### src/rtl/pe_row_sched_if.sv
// Handshake bundle between the GEMM/unary requesters, operand feeders and the
// PE row scheduler. master = requester/feeder side, slave = scheduler.
interface pe_row_sched_if #(
    parameter int LEN_BW = 8
);
    logic              gemm_req;
    logic [LEN_BW-1:0] gemm_len;
    logic              gemm_gnt;
    logic              uno_req;
    logic [1:0]        uno_op;
    logic [LEN_BW-1:0] uno_len;
    logic              uno_gnt;
    logic              hold_i;
    logic [1:0]        gemm_uno_o;
    logic              pe_en_o;
    logic [LEN_BW-1:0] issue_cnt_o;
    logic              res_vld_o;
    logic              busy_o;
    logic              done_o;
    logic              err_o;

    modport master (
        output gemm_req, gemm_len, uno_req, uno_op, uno_len, hold_i,
        input  gemm_gnt, uno_gnt, gemm_uno_o, pe_en_o, issue_cnt_o,
               res_vld_o, busy_o, done_o, err_o
    );

    modport slave (
        input  gemm_req, gemm_len, uno_req, uno_op, uno_len, hold_i,
        output gemm_gnt, uno_gnt, gemm_uno_o, pe_en_o, issue_cnt_o,
               res_vld_o, busy_o, done_o, err_o
    );
endinterface

### src/rtl/pe_row_sched.sv
// Row scheduler for a chain of NUM_PE PEs: arbitrates GEMM vs unary jobs,
// issues operands, tracks in-flight results and drains before a mode change.
module pe_row_sched #(
    parameter int NUM_PE = 8,
    parameter int LEN_BW = 8
) (
    input  logic clk,
    input  logic rst_n,
    pe_row_sched_if.slave bus
);
    localparam int LAT = NUM_PE + 1;

    typedef enum logic [1:0] {IDLE, RUN, DRAIN} state_t;

    typedef struct packed {
        logic [1:0]        op;
        logic [LEN_BW-1:0] len;
    } job_t;

    state_t            st, st_nxt;
    job_t              job, job_nxt;
    logic              rr_uno_last, rr_nxt;
    logic              uno_req_q;
    logic              uno_ok;
    logic              gnt_g, gnt_u, issue;
    logic              in_flight;
    logic [LEN_BW-1:0] cnt_q, cnt_inc;
    logic [1:0]        mode_q;
    logic              gemm_gnt_q, uno_gnt_q, pe_en_q, busy_q, done_q, err_q;
    logic [LAT:1]      vld_pipe;

    // An op of 00 is not a unary job, so that request is invisible to arbitration.
    assign uno_ok    = bus.uno_req && (bus.uno_op != 2'b00);
    assign cnt_inc   = cnt_q + LEN_BW'(1);
    // Anything still able to reach res_vld_o after this cycle.
    assign in_flight = pe_en_q | (|vld_pipe[LAT-1:1]);

    always_comb begin
        st_nxt  = st;
        job_nxt = job;
        rr_nxt  = rr_uno_last;
        gnt_g   = 1'b0;
        gnt_u   = 1'b0;
        issue   = 1'b0;
        case (st)
            IDLE: begin
                if (bus.gemm_req && (!uno_ok || rr_uno_last)) begin
                    gnt_g   = 1'b1;
                    job_nxt = '{op: 2'b00, len: bus.gemm_len};
                    rr_nxt  = 1'b0;
                end else if (uno_ok) begin
                    gnt_u   = 1'b1;
                    job_nxt = '{op: bus.uno_op, len: bus.uno_len};
                    rr_nxt  = 1'b1;
                end
                if (gnt_g || gnt_u)
                    st_nxt = (job_nxt.len == '0) ? DRAIN : RUN;
            end
            RUN: begin
                if (!bus.hold_i) begin
                    issue = 1'b1;
                    if (cnt_inc == job.len)
                        st_nxt = DRAIN;
                end
            end
            DRAIN: begin
                if (!in_flight)
                    st_nxt = IDLE;
            end
            default: st_nxt = IDLE;
        endcase
    end

    always_ff @(posedge clk or negedge rst_n) begin
        if (!rst_n) begin
            st          <= IDLE;
            job         <= '0;
            rr_uno_last <= 1'b1;
            uno_req_q   <= 1'b0;
            cnt_q       <= '0;
            mode_q      <= 2'b00;
            gemm_gnt_q  <= 1'b0;
            uno_gnt_q   <= 1'b0;
            pe_en_q     <= 1'b0;
            busy_q      <= 1'b0;
            done_q      <= 1'b0;
            err_q       <= 1'b0;
            vld_pipe    <= '0;
        end else begin
            st          <= st_nxt;
            job         <= job_nxt;
            rr_uno_last <= rr_nxt;
            uno_req_q   <= bus.uno_req;
            gemm_gnt_q  <= gnt_g;
            uno_gnt_q   <= gnt_u;
            pe_en_q     <= issue;
            busy_q      <= (st_nxt != IDLE);
            done_q      <= (st == DRAIN) && (st_nxt == IDLE);
            err_q       <= bus.uno_req && !uno_req_q && (bus.uno_op == 2'b00);
            vld_pipe    <= {vld_pipe[LAT-1:1], pe_en_q};
            // Mode follows the job one cycle after the grant and drops only once drained.
            mode_q      <= (st == IDLE || st_nxt == IDLE) ? 2'b00 : job.op;
            if ((st == DRAIN && st_nxt == IDLE) || gnt_g || gnt_u)
                cnt_q <= '0;
            else if (issue)
                cnt_q <= cnt_inc;
        end
    end

    assign bus.gemm_gnt    = gemm_gnt_q;
    assign bus.uno_gnt     = uno_gnt_q;
    assign bus.gemm_uno_o  = mode_q;
    assign bus.pe_en_o     = pe_en_q;
    assign bus.issue_cnt_o = cnt_q;
    assign bus.res_vld_o   = vld_pipe[LAT];
    assign bus.busy_o      = busy_q;
    assign bus.done_o      = done_q;
    assign bus.err_o       = err_q;

    a_gnt_excl: assert property (@(posedge clk) disable iff (!rst_n)
        !(gemm_gnt_q && uno_gnt_q));
    a_issue_busy: assert property (@(posedge clk) disable iff (!rst_n)
        pe_en_q |-> busy_q);
    a_mode_hold: assert property (@(posedge clk) disable iff (!rst_n)
        in_flight |=> $stable(mode_q));
endmodule

### src/flat_wrapper.sv
// flat-port wrapper written by rule: the top's interface ports become plain ports
module pe_row_sched_flat 
#(
    parameter int NUM_PE = 8,
    parameter int LEN_BW = 8
)
  (clk, rst_n, bus_gemm_req, bus_gemm_len, bus_uno_req, bus_uno_op, bus_uno_len, bus_hold_i, bus_gemm_gnt, bus_uno_gnt, bus_gemm_uno_o, bus_pe_en_o, bus_issue_cnt_o, bus_res_vld_o, bus_busy_o, bus_done_o, bus_err_o);
  pe_row_sched_if #(.LEN_BW(LEN_BW)) bus_i ();
  input  logic clk;
  input  logic rst_n;
  input wire logic [$bits(bus_i.gemm_req)-1:0] bus_gemm_req;
  input wire logic [$bits(bus_i.gemm_len)-1:0] bus_gemm_len;
  input wire logic [$bits(bus_i.uno_req)-1:0] bus_uno_req;
  input wire logic [$bits(bus_i.uno_op)-1:0] bus_uno_op;
  input wire logic [$bits(bus_i.uno_len)-1:0] bus_uno_len;
  input wire logic [$bits(bus_i.hold_i)-1:0] bus_hold_i;
  output wire logic [$bits(bus_i.gemm_gnt)-1:0] bus_gemm_gnt;
  output wire logic [$bits(bus_i.uno_gnt)-1:0] bus_uno_gnt;
  output wire logic [$bits(bus_i.gemm_uno_o)-1:0] bus_gemm_uno_o;
  output wire logic [$bits(bus_i.pe_en_o)-1:0] bus_pe_en_o;
  output wire logic [$bits(bus_i.issue_cnt_o)-1:0] bus_issue_cnt_o;
  output wire logic [$bits(bus_i.res_vld_o)-1:0] bus_res_vld_o;
  output wire logic [$bits(bus_i.busy_o)-1:0] bus_busy_o;
  output wire logic [$bits(bus_i.done_o)-1:0] bus_done_o;
  output wire logic [$bits(bus_i.err_o)-1:0] bus_err_o;
  assign bus_i.gemm_req = bus_gemm_req;
  assign bus_i.gemm_len = bus_gemm_len;
  assign bus_i.uno_req = bus_uno_req;
  assign bus_i.uno_op = bus_uno_op;
  assign bus_i.uno_len = bus_uno_len;
  assign bus_i.hold_i = bus_hold_i;
  assign bus_gemm_gnt = bus_i.gemm_gnt;
  assign bus_uno_gnt = bus_i.uno_gnt;
  assign bus_gemm_uno_o = bus_i.gemm_uno_o;
  assign bus_pe_en_o = bus_i.pe_en_o;
  assign bus_issue_cnt_o = bus_i.issue_cnt_o;
  assign bus_res_vld_o = bus_i.res_vld_o;
  assign bus_busy_o = bus_i.busy_o;
  assign bus_done_o = bus_i.done_o;
  assign bus_err_o = bus_i.err_o;
  pe_row_sched #(.NUM_PE(NUM_PE), .LEN_BW(LEN_BW)) u_core (.clk(clk), .rst_n(rst_n), .bus(bus_i));
endmodule
### config.mk
export PLATFORM = sky130hd
export DESIGN_NAME = pe_row_sched_flat
export DESIGN_NICKNAME = d
export VERILOG_FILES = /design/src/rtl/pe_row_sched_if.sv /design/src/rtl/pe_row_sched.sv /design/src/flat_wrapper.sv
export SDC_FILE = /design/constraint.sdc
export NUM_CORES = 1
export LEC_CHECK = 0
export ABC_AREA = 1
export CAP_MARGIN = 10
export CORE_AREA = 2 2 80 52
export DETAILED_ROUTE_END_ITERATION = 8
export DIE_AREA = 0 0 82 54
export PLACE_DENSITY = 0.89
export RECOVER_POWER = 100
export SLEW_MARGIN = 20
export SYNTH_ARGS = -nofsm -noshare
export SYNTH_HDL_FRONTEND = slang
export SYNTH_SLANG_ARGS = --single-unit
### constraint.sdc
create_clock -name clk -period 3.3 [get_ports clk]
set_clock_uncertainty 0.1 [all_clocks]
set_input_delay 0.33 -clock clk [delete_from_list [all_inputs] [get_ports clk]]
set_output_delay 0.33 -clock clk [all_outputs]
set_load 0.01 [all_outputs]
==> results.cfg <==
[final_layout]
design_area_mm2 = 0.00245
n_fill_cell = 328
syn2layout_area_growth_pct = 25.7
drive_gt1_share_pct = 6.55
antennaDiodeCount = 0
fin_nets = 313

[grt]
grt_pass1_wl_mm = 7.58
track_usage_pct = 23.7
overflow = 0
antenna_found_initial = 0
grt_pass1_vias = 1641
grt_max_degree = 40

[yosys]
netlist_area_mm2 = 0.00195
ys_ff_latch = 39
synth_cell_types = 27
async_flop_share_pct = 100
yosysTopAreaCell = dfrtp_1
synth_seq_area_share_pct = 50.1
ys.flop_type = dfrtp_1
syn_inst = 245
syn_nets = 269
synth_edf_count = 0
yosys.cell_count.top_type = nand2_1
synth_top_area_share_pct = 48.7
yosys-top-cells-count = nand2_1 (58), dfrtp_1 (38), inv_1 (32)
synth.area.top_cells = dfrtp_1 (49%), nand2_1 (11%), nand3_1 (6.7%)
ys.warnings.count = 0
avgSynthCellArea_um2 = 7.97

[clocking]
htreeDepth = 2
clk_pin_slew_ns = 0.08
cts.path.max_buffers = 2
cts_resized = 0
cts_hold_buffers = 0
cts_tree = built
clk-insertion-delay-late_ns = 0.30
clock-sinks = 39
cts_buffers = 5
post_cts_buffers = 0
clockRootBuffer = clkbuf_8

[min_path]
hp-class = flop to flop

[die]
row_count = 18
dieArea_mm2 = 0.00443
die_h_um = 54
core_area_mm2 = 0.00378
die_x_um = 82
start_util_pct = 51.6
top_level_ports = 40

[timing]
setup_viol = 0
max_freq_ghz = 0.399
worst_pin_slew_ns = 2.05
setup_ws_ns = 0.792
finalHoldViolCount = 0
setup-tns-final_ns = 0
max-slew-margin-rel_pct = -36.9
rsz0062_at_grt = false
finalCritPeriodShare_pct = 76.0
drv_slew = 40
min_period_ns = 2.51

[worst_setup_path]
critPathKind = flop to flop
worstPathArrival_ns = 2.59
cp-start-kind = flop
cp.required_ns = 3.38
crit_path_end_kind = flop
crit_fanout = 8

[detailed_routing]
drtAntennaViolNets = 0
dr_total_vias = 1784
routed_via_density = 5.25
drt-pass1-iter-count = 5
drt-total-wl_mm = 4.53
post_drt_wl_per_cell_um = 13.3
drc = 0
drtIter0Drc = 103

[pwr]
power_frac_comb_pct = 44.2
p_clk_share_pct = 16.4
p_per_area_mw_per_mm2 = 815
pwr-share-seq_pct = 39.3
p_leak_nw = 1.21
power.internal_w = 0.00115
peakVddDrop_uv = 417
switchingPower_w = 0.000850
swShare_pct = 42.5

[run]
cap_violations = 1

[placement]
gp_congestion = 0.863
pre_cts_ws_ns = 0.805
numPortBuffers = 39
post_dp_cell_area_mm2 = 0.00239
dp_hpwl_mm = 3.47

[outcome]
status = finished with violations
violations = capacitance limit, slew limit
-- power by group through the flow --
stage	registers, W	clock network [W]	logic (W)
CTS	0.000790	0.000331	0.000919
global placement	0.000791	0	0.000881
global route	0.000809	0.000353	0.00100
detailed placement	0.000798	0	0.000913
floorplan	0.000807	0	0.000558
finish	0.000787	0.000328	0.000885
-- worst max-delay path, cell delays in order, from the launching register on --
cell     delay (ns)
dfrtp_1        0.48
ha_1           0.24
nand2_1        0.10
nor2_1         0.19
nand2_1        0.11
nand3_1        0.09
nand3_1        0.10
nor2_1         0.15
nand4_1        0.12
nand2_1        0.09
nand2_1        0.05
nand2_1        0.10
nand3_1        0.12
nand2_1        0.28
nor2_1         0.08
-- state kept, by name, summed over array words and instances, names as in the netlist --
register and count:
u_core.bus.busy_o 1, u_core.bus.done_o 1, u_core.bus.err_o 1, u_core.bus.gemm_gnt 1
u_core.bus.gemm_uno_o 2, u_core.bus.issue_cnt_o 8, u_core.bus.pe_en_o 1, u_core.bus.uno_gnt 1
u_core.job 10, u_core.rr_uno_last 1, u_core.st 2, u_core.uno_req_q 1
u_core.vld_pipe 9
-- placed cells by master, fill, tap and decap left out, types with 2 or more instances in the layout --
master and n:
inv_2 3, o22ai_1 3, o21ai_0 18, dlygate4sd3_1 18, dfrtp_1 38, nor3_1 2
nand2_2 3, nand4_1 4, nand2_1 60, nand3_1 28, clkdlybuf4s50_1 20, inv_1 32
clkinvlp_4 2, xor2_1 2, nor2_1 33, o211ai_1 6, clkbuf_8 5, nor2_4 2
-- routing by layer --
layer	share of wire, %	track usage [%]	vias to the layer above
met2	44	34.4	68
li1	-	-	871
met4	0.88	7.78	0
met3	6.1	6.38	7
met1	49	34.4	838
met5	0	0	-
-- cell families (layout without fill, tap and decap cells) --
logic type,Yosys count,after routing,share of synthesized area (%)
XOR/XNOR,3,3,1.35
multiplexers,1,1,0.513
AO/OA/AOI/OAI,28,28,8.27
flip-flops,39,39,50.1
adder cells (fa/ha/maj),1,1,0.641
buffers and inverters,38,83,7.37
AND/OR/NAND/NOR,135,135,31.8
-- final cells by class --
class	count	area [um^2]	area share (%)
Clock inverter	3	20.0	0.816
Multi-Input combinational cell	168	806	32.8
Sequential cell	39	977	39.8
Inverter	36	135	5.51
Timing Repair Buffer	39	384	15.7
Tap cell	50	62.6	2.55
Clock buffer	5	68.8	2.80
-- stage by stage --
step                instances  power (W)  hold slack (ns)  utilization, %
floorplan                 245    0.00136          -0.0656               -
finish                    340    0.00200            0.283            64.8
global route              340    0.00216            0.306            64.8
detailed placement        332    0.00171            0.264            63.2
global placement          332    0.00167            0.259            63.2
CTS                       340    0.00204           0.0554            65.5
-- worst paths after layout --
kind	depth (start not counted)	end	from	slack [ns]
worst max-delay path	14	u_core.bus.issue_cnt_o[5]	u_core.bus.issue_cnt_o[0]	0.79
worst min-delay path	0	u_core.vld_pipe[7]	u_core.vld_pipe[6]	0.28
worst max register to register	14	u_core.bus.issue_cnt_o[5]	u_core.bus.issue_cnt_o[0]	0.79
worst min register to register	0	u_core.vld_pipe[7]	u_core.vld_pipe[6]	0.28
max in group asynchronous	1	u_core.bus.issue_cnt_o[7]	rst_n	1.42
min in group asynchronous	1	u_core.job[4]	rst_n	0.51
No activity file was read; power rests on OpenSTA's default activity.
